==> src/rtl/db_to_linear_if.sv <==
// Valid/ready bundle for the dB-to-linear converter.
// Input side carries a Q8.8 dB value, output side linear power.
interface db_to_linear_if #(
  parameter int IN_WIDTH = 16,
  parameter int DB_INT   = 8,
  parameter int DB_FRAC  = 8
);
  logic                      in_valid;
  logic                      in_ready;
  logic [DB_INT+DB_FRAC-1:0] db_in;
  logic                      out_valid;
  logic                      out_ready;
  logic [2*IN_WIDTH-1:0]     lin_out;
  logic                      sat;

  modport master (
    output in_valid, db_in, out_ready,
    input  in_ready, out_valid, lin_out, sat
  );

  modport slave (
    input  in_valid, db_in, out_ready,
    output in_ready, out_valid, lin_out, sat
  );
endinterface

==> src/rtl/db_to_linear.sv <==
// Converts unsigned Q8.8 dB to linear power, P = 10^(dB/10),
// via 2^(dB*log2(10)/10) with an interpolated 2^f mantissa table.
module db_to_linear #(
  parameter int IN_WIDTH = 16,
  parameter int DB_INT   = 8,
  parameter int DB_FRAC  = 8,
  parameter int LUT_BITS = 5
) (
  input logic clk,
  input logic rst,
  db_to_linear_if.slave bus
);

  localparam int DB_W   = DB_INT + DB_FRAC;
  localparam int OUT_W  = 2 * IN_WIDTH;
  localparam int FRAC_W = DB_FRAC + 16;
  localparam int SPARE  = FRAC_W - LUT_BITS - 8;
  localparam int WIDE   = OUT_W + 17;
  localparam int LUT_N  = (1 << LUT_BITS) + 1;

  localparam logic [15:0] K = 16'd21771;
  localparam logic [DB_INT-1:0] N_MAX = DB_INT'(OUT_W);
  localparam logic [WIDE-1:0] HALF =
    {{(WIDE-15){1'b0}}, 15'h4000};

  // round(2^(k/32) * 32768), Q1.15
  localparam logic [16:0] EXP2_TAB [LUT_N] = '{
    17'd32768, 17'd33486, 17'd34219, 17'd34968,
    17'd35734, 17'd36516, 17'd37316, 17'd38133,
    17'd38968, 17'd39821, 17'd40693, 17'd41584,
    17'd42495, 17'd43425, 17'd44376, 17'd45348,
    17'd46341, 17'd47356, 17'd48393, 17'd49452,
    17'd50535, 17'd51642, 17'd52773, 17'd53928,
    17'd55109, 17'd56316, 17'd57549, 17'd58809,
    17'd60097, 17'd61413, 17'd62757, 17'd64132,
    17'd65536
  };

  typedef enum logic [2:0] {
    IDLE, MUL, LUT, SHIFT, HOLD
  } state_t;

  state_t state;

  logic [DB_W-1:0]     db_q;
  logic [DB_INT-1:0]   n_q;
  logic [LUT_BITS-1:0] idx_q;
  logic [7:0]          frac_q;
  logic [16:0]         mant_q;

  logic [DB_W+15:0]    l_c;
  logic [DB_INT-1:0]   n_c;
  logic [LUT_BITS-1:0] idx_c;
  logic [7:0]          frac_c;
  logic [SPARE-1:0]    unused_f;

  logic [16:0] m0;
  logic [16:0] m1;
  logic [24:0] prod;
  logic [16:0] step;
  logic [7:0]  unused_p;
  logic [16:0] mant_c;

  logic [WIDE-1:0]  wide;
  logic [OUT_W+1:0] res;
  logic [14:0]      unused_r;
  logic             ovf;

  always_comb begin
    l_c = {16'b0, db_q} * {{DB_W{1'b0}}, K};
    {n_c, idx_c, frac_c, unused_f} = l_c;

    m0 = EXP2_TAB[{1'b0, idx_q}];
    m1 = EXP2_TAB[{1'b0, idx_q} + (LUT_BITS+1)'(1)];
    prod = {8'b0, m1 - m0} * {17'b0, frac_q};
    {step, unused_p} = prod;
    mant_c = m0 + step;

    wide = ({{(WIDE-17){1'b0}}, mant_q} << n_q) + HALF;
    {res, unused_r} = wide;
    ovf = |res[OUT_W+1:OUT_W];
  end

  always_ff @(posedge clk) begin
    if (rst) begin
      state         <= IDLE;
      bus.in_ready  <= 1'b1;
      bus.out_valid <= 1'b0;
      bus.lin_out   <= '0;
      bus.sat       <= 1'b0;
      db_q          <= '0;
      n_q           <= '0;
      idx_q         <= '0;
      frac_q        <= '0;
      mant_q        <= '0;
    end else begin
      unique case (state)
        IDLE: begin
          if (bus.in_valid) begin
            db_q         <= bus.db_in;
            bus.in_ready <= 1'b0;
            state        <= MUL;
          end
        end
        MUL: begin
          n_q    <= n_c;
          idx_q  <= idx_c;
          frac_q <= frac_c;
          state  <= LUT;
        end
        LUT: begin
          mant_q <= mant_c;
          state  <= SHIFT;
        end
        SHIFT: begin
          if (n_q >= N_MAX || ovf) begin
            bus.lin_out <= '1;
            bus.sat     <= 1'b1;
          end else begin
            bus.lin_out <= res[OUT_W-1:0];
            bus.sat     <= 1'b0;
          end
          bus.out_valid <= 1'b1;
          state         <= HOLD;
        end
        HOLD: begin
          if (bus.out_ready) begin
            bus.out_valid <= 1'b0;
            bus.in_ready  <= 1'b1;
            state         <= IDLE;
          end
        end
        default: state <= IDLE;
      endcase
    end
  end

endmodule

==> src/flat_wrapper.sv <==
// flat-port wrapper written by rule: the top's interface ports become plain ports
module db_to_linear_flat 
#(
  parameter int IN_WIDTH = 16,
  parameter int DB_INT   = 8,
  parameter int DB_FRAC  = 8,
  parameter int LUT_BITS = 5
)
  (clk, rst, bus_in_valid, bus_db_in, bus_out_ready, bus_in_ready, bus_out_valid, bus_lin_out, bus_sat);
  db_to_linear_if #(.IN_WIDTH(IN_WIDTH), .DB_INT(DB_INT), .DB_FRAC(DB_FRAC)) bus_i ();
  input logic clk;
  input logic rst;
  input wire logic [$bits(bus_i.in_valid)-1:0] bus_in_valid;
  input wire logic [$bits(bus_i.db_in)-1:0] bus_db_in;
  input wire logic [$bits(bus_i.out_ready)-1:0] bus_out_ready;
  output wire logic [$bits(bus_i.in_ready)-1:0] bus_in_ready;
  output wire logic [$bits(bus_i.out_valid)-1:0] bus_out_valid;
  output wire logic [$bits(bus_i.lin_out)-1:0] bus_lin_out;
  output wire logic [$bits(bus_i.sat)-1:0] bus_sat;
  assign bus_i.in_valid = bus_in_valid;
  assign bus_i.db_in = bus_db_in;
  assign bus_i.out_ready = bus_out_ready;
  assign bus_in_ready = bus_i.in_ready;
  assign bus_out_valid = bus_i.out_valid;
  assign bus_lin_out = bus_i.lin_out;
  assign bus_sat = bus_i.sat;
  db_to_linear #(.IN_WIDTH(IN_WIDTH), .DB_INT(DB_INT), .DB_FRAC(DB_FRAC), .LUT_BITS(LUT_BITS)) u_core (.clk(clk), .rst(rst), .bus(bus_i));
endmodule
==> config.mk <==
export PLATFORM = sky130hd
export DESIGN_NAME = db_to_linear_flat
export DESIGN_NICKNAME = d
export VERILOG_FILES = /design/src/rtl/db_to_linear_if.sv /design/src/rtl/db_to_linear.sv /design/src/flat_wrapper.sv
export SDC_FILE = /design/constraint.sdc
export NUM_CORES = 1
export LEC_CHECK = 0
export BUFFER_PORTS_ARGS = -buffer_cell sky130_fd_sc_hd__buf_2
export CORE_ASPECT_RATIO = 1.5
export CORE_MARGIN = 5
export CORE_UTILIZATION = 40
export CTS_CLUSTER_DIAMETER = 80
export CTS_CLUSTER_SIZE = 16
export DETAILED_ROUTE_END_ITERATION = 6
export GPL_TIMING_DRIVEN = 1
export PLACE_DENSITY = 0.66
export SLEW_MARGIN = 20
export SYNTH_ARGS = -nofsm -noshare
export SYNTH_HDL_FRONTEND = slang
export SYNTH_SLANG_ARGS = --single-unit
==> constraint.sdc <==
create_clock -name clk -period 21.1 [get_ports clk]
set_input_delay 3.165 -clock clk [delete_from_list [all_inputs] [get_ports clk]]
set_output_delay 3.165 -clock clk [all_outputs]
set_load 0.05 [all_outputs]
==> run metrics <==
Inserted Diodes=0; library cell with the highest instance count after synthesis=inv_1; Setup Buffers After CTS=0; floorplan die area=43500 um^2; CTS hold repair buffers=0; Worst Skew=0.0167 ns; via density per instance=5.50; Worst EP arrival=11.47 ns; Reg2Reg Setup Slack=9.92 ns; post-synth design cell area=15700 um^2; number of stages on the worst hold path=2; worst slew pin tran=0.982 ns; clock tree from TritonCTS=yes; worst reg2reg endpoint=u_core.mant_q[16]$_SDFFE_PP0N_; total track usage=18.1%; start point of the worst min-delay path=u_core.bus.out_valid$_SDFFE_PP0P_; total number of clock tree sinks=91; total power divided by cell area=108 nW/um^2; leading cell types by total area after synthesis=fa_1 (18%), ha_1 (18%), dfxtp_1 (12%), inv_1 (5.8%), a21oi_1 (4.6%); H-tree levels=3; maximum clock rate=89.5 MHz; final count of negative-setup-slack endpoints=0; number of resized instances in the post-cts repair step=0; drt initial violations=751; Worst Setup Path Type=flop to flop; CP required=21.39 ns; hold path endpoint=u_core.bus.out_valid$_SDFFE_PP0P_; area growth from synthesis to final layout=5.62%; most numerous cell types in the synthesized netlist=inv_1 (243), ha_1 (222), nand2_1 (184); area leader, netlist=fa_1; final HPWL from detailed placement=32100 um; clock tree root buffer cell=clkbuf_16; net count after synthesis=2286; FF-to-FF path depth=44; cts bufs inserted=9; buffers from clock root to sink, at most=2; met2 wire length=21100 um; Setup TNS Final=0 ns; routed length on met1=15800 um; DR top layer=met4; die height=253 um; count of flip-flops with a built-in enable after synthesis=0; number of I/O port buffers=54; weighted congestion at the end of routability-driven global placement=0.901; I/O pin cnt=55; launch point of the worst reg-to-reg path=u_core.idx_q[0]$_SDFFE_PP0P_; wire per inst=16.4 um; GRT Residual Overflow=0; overall power=1790 uW; synthesized netlist cell count=1902; count of maximum capacitance violations=0; startpoint type of the worst setup path=flop; outcome=finished, violations left; synthesized area per cell=8.28 um^2; type of the worst min-delay path=flop to flop; maximum number of pins on one net before global-route repair=57; clock slew at reported path FFs=0.08 ns; element type at the critical path end=flop; slowest library cell on the worst path=ha_1; wirelength, routed=39400 um; prevailing post-synth register cell=dfxtp_1; antenna violations before repair=0; met3 wire len=1100 um; first-pass GRT wire length=65400 um; Yosys Warn Count=0; static power due to leakage=0.00805 uW; share of final-layout standard cells stronger than drive strength 1=7.94%; area share of the largest cell type after synthesis=18.1%; initial standard-cell utilization of the core=40.2%; Max VDD drop=0.0662 mV; standard-cell rows=89; Final Max Slew Viols=0; number of distinct library cells after synthesis=94; 1st-pass router iterations=7; slew margin rel.=32.8%; fraction of the yosys area taken by sequential cells=11.6%; via total after detailed routing=13200; number of global-route vias before repair=13400; longest individual stage delay on the worst path=0.91 ns; violations in the final reports=DRC; Core Region=39200 um^2; asr flop ratio synth=0%; unrepaired setup endpoints after global routing=false; DRC viols=1; horizontal die dimension=172 um; source-to-sink clock delay at the later pin of the worst-skew pair=0.36 ns; remaining antenna violation count after routing=0; post-route fraction of the period consumed by the critical path=53.0%; flip-flop and latch count after synthesis=91; count of final hold-check violations=0; Net count, final=2281; largest fanout on the critical path=33; final critical-path required period=11.18 ns
layout by cell type, fill, tap and decap left out, types with 12 or more instances in the layout:
cell and n:
a21o_1 24, nor3_1 34, o21a_1 18, xor2_1 22, xnor2_1 42, nor2_1 105
a31oi_1 16, nand2_1 184, mux4_2 12, o21ai_0 96, dfxtp_1 91, a21oi_1 145
fa_1 142, nor2b_1 16, buf_2 54, mux2i_1 21, nand3_1 40, nand4_1 12
inv_1 243, buf_4 21, and2_1 103, a211oi_1 21, ha_1 222, o211ai_1 26
metrics by stage:
step                hold WS, ns  util (%)  cell area, um^2  worst slack [ns]  cells
finish                    0.483      42.4            16600              9.92   2402
global route              0.514      42.4            16600              8.91   2402
CTS                       0.485      42.4            16600              9.99   2402
detailed placement        0.470      41.6            16300             10.06   2386
global placement          0.468      41.6            16300             10.20   2386
floorplan                 0.455         -            15700             11.60   1902
layout make-up:
cell class / instances / area (um^2)
clock inverters: 7 / 81.3
multi-input cells: 1472 / 12500
fillers: 3888 / 22600
repair buffers: 75 / 428
well taps: 500 / 626
clock buffers: 9 / 225
flip-flops and latches: 91 / 1820
inverters: 248 / 931
worst max-delay path, delay by kind of cell, from the launching register on:
kind	cells	cell delay (ns)
xor+xnor	2	0.42
compound gates	18	3.98
simple gates	8	0.97
buf+inv	6	0.87
fa+ha+maj	10	4.57
flops	1	0.31
power by group:
group	internal (uW)	leakage (uW)	switching, uW
Combinational	532	0.00716	866
Sequential	192	0.000740	37.0
Clock	84.3	0.000149	80.1
Total	808	0.00805	984
registers in the layout, indices dropped and copies added (netlist names):
register / cells
u_core.bus.in_ready: 1
u_core.bus.lin_out: 32
u_core.mant_q: 17
u_core.db_q: 16
u_core.idx_q: 5
u_core.frac_q: 8
u_core.bus.out_valid: 1
u_core.state: 3
u_core.n_q: 7
u_core.bus.sat: 1
cells by family (layout without fill, tap and decap cells):
kind of cell | Yosys count | in the layout | synth area share [%]
muxes | 49 | 49 | 4.86
DFF | 91 | 91 | 11.6
xor gates and xnor gates | 64 | 64 | 3.56
and+or+nand+nor | 575 | 575 | 18.4
buffers and inverters | 339 | 339 | 9.06
adders and majority gates | 364 | 364 | 35.7
AOI/OAI and AO/OA | 420 | 420 | 16.8
layer usage:
layer  vias up  GRT usage, %
met5         -             0
met4         0          6.20
met3        76          1.39
met2       271          34.1
met1      6396          21.2
li1       6479             -
worst max path at each step:
stage	startpoint	endpoint	slack, ns
2_1_floorplan	u_core.idx_q[2]$_SDFFE_PP0P_	u_core.mant_q[16]$_SDFFE_PP0N_	11.60
3_3_place_gp	u_core.idx_q[0]$_SDFFE_PP0P_	u_core.mant_q[16]$_SDFFE_PP0N_	10.20
3_5_place_dp	u_core.idx_q[0]$_SDFFE_PP0P_	u_core.mant_q[16]$_SDFFE_PP0N_	10.06
4_1_cts	u_core.idx_q[0]$_SDFFE_PP0P_	u_core.mant_q[16]$_SDFFE_PP0N_	9.99
5_1_grt	u_core.idx_q[0]$_SDFFE_PP0P_	u_core.mant_q[16]$_SDFFE_PP0N_	8.91
6_report	u_core.idx_q[0]$_SDFFE_PP0P_	u_core.mant_q[16]$_SDFFE_PP0N_	9.92
(Power assumes the default switching activity.)
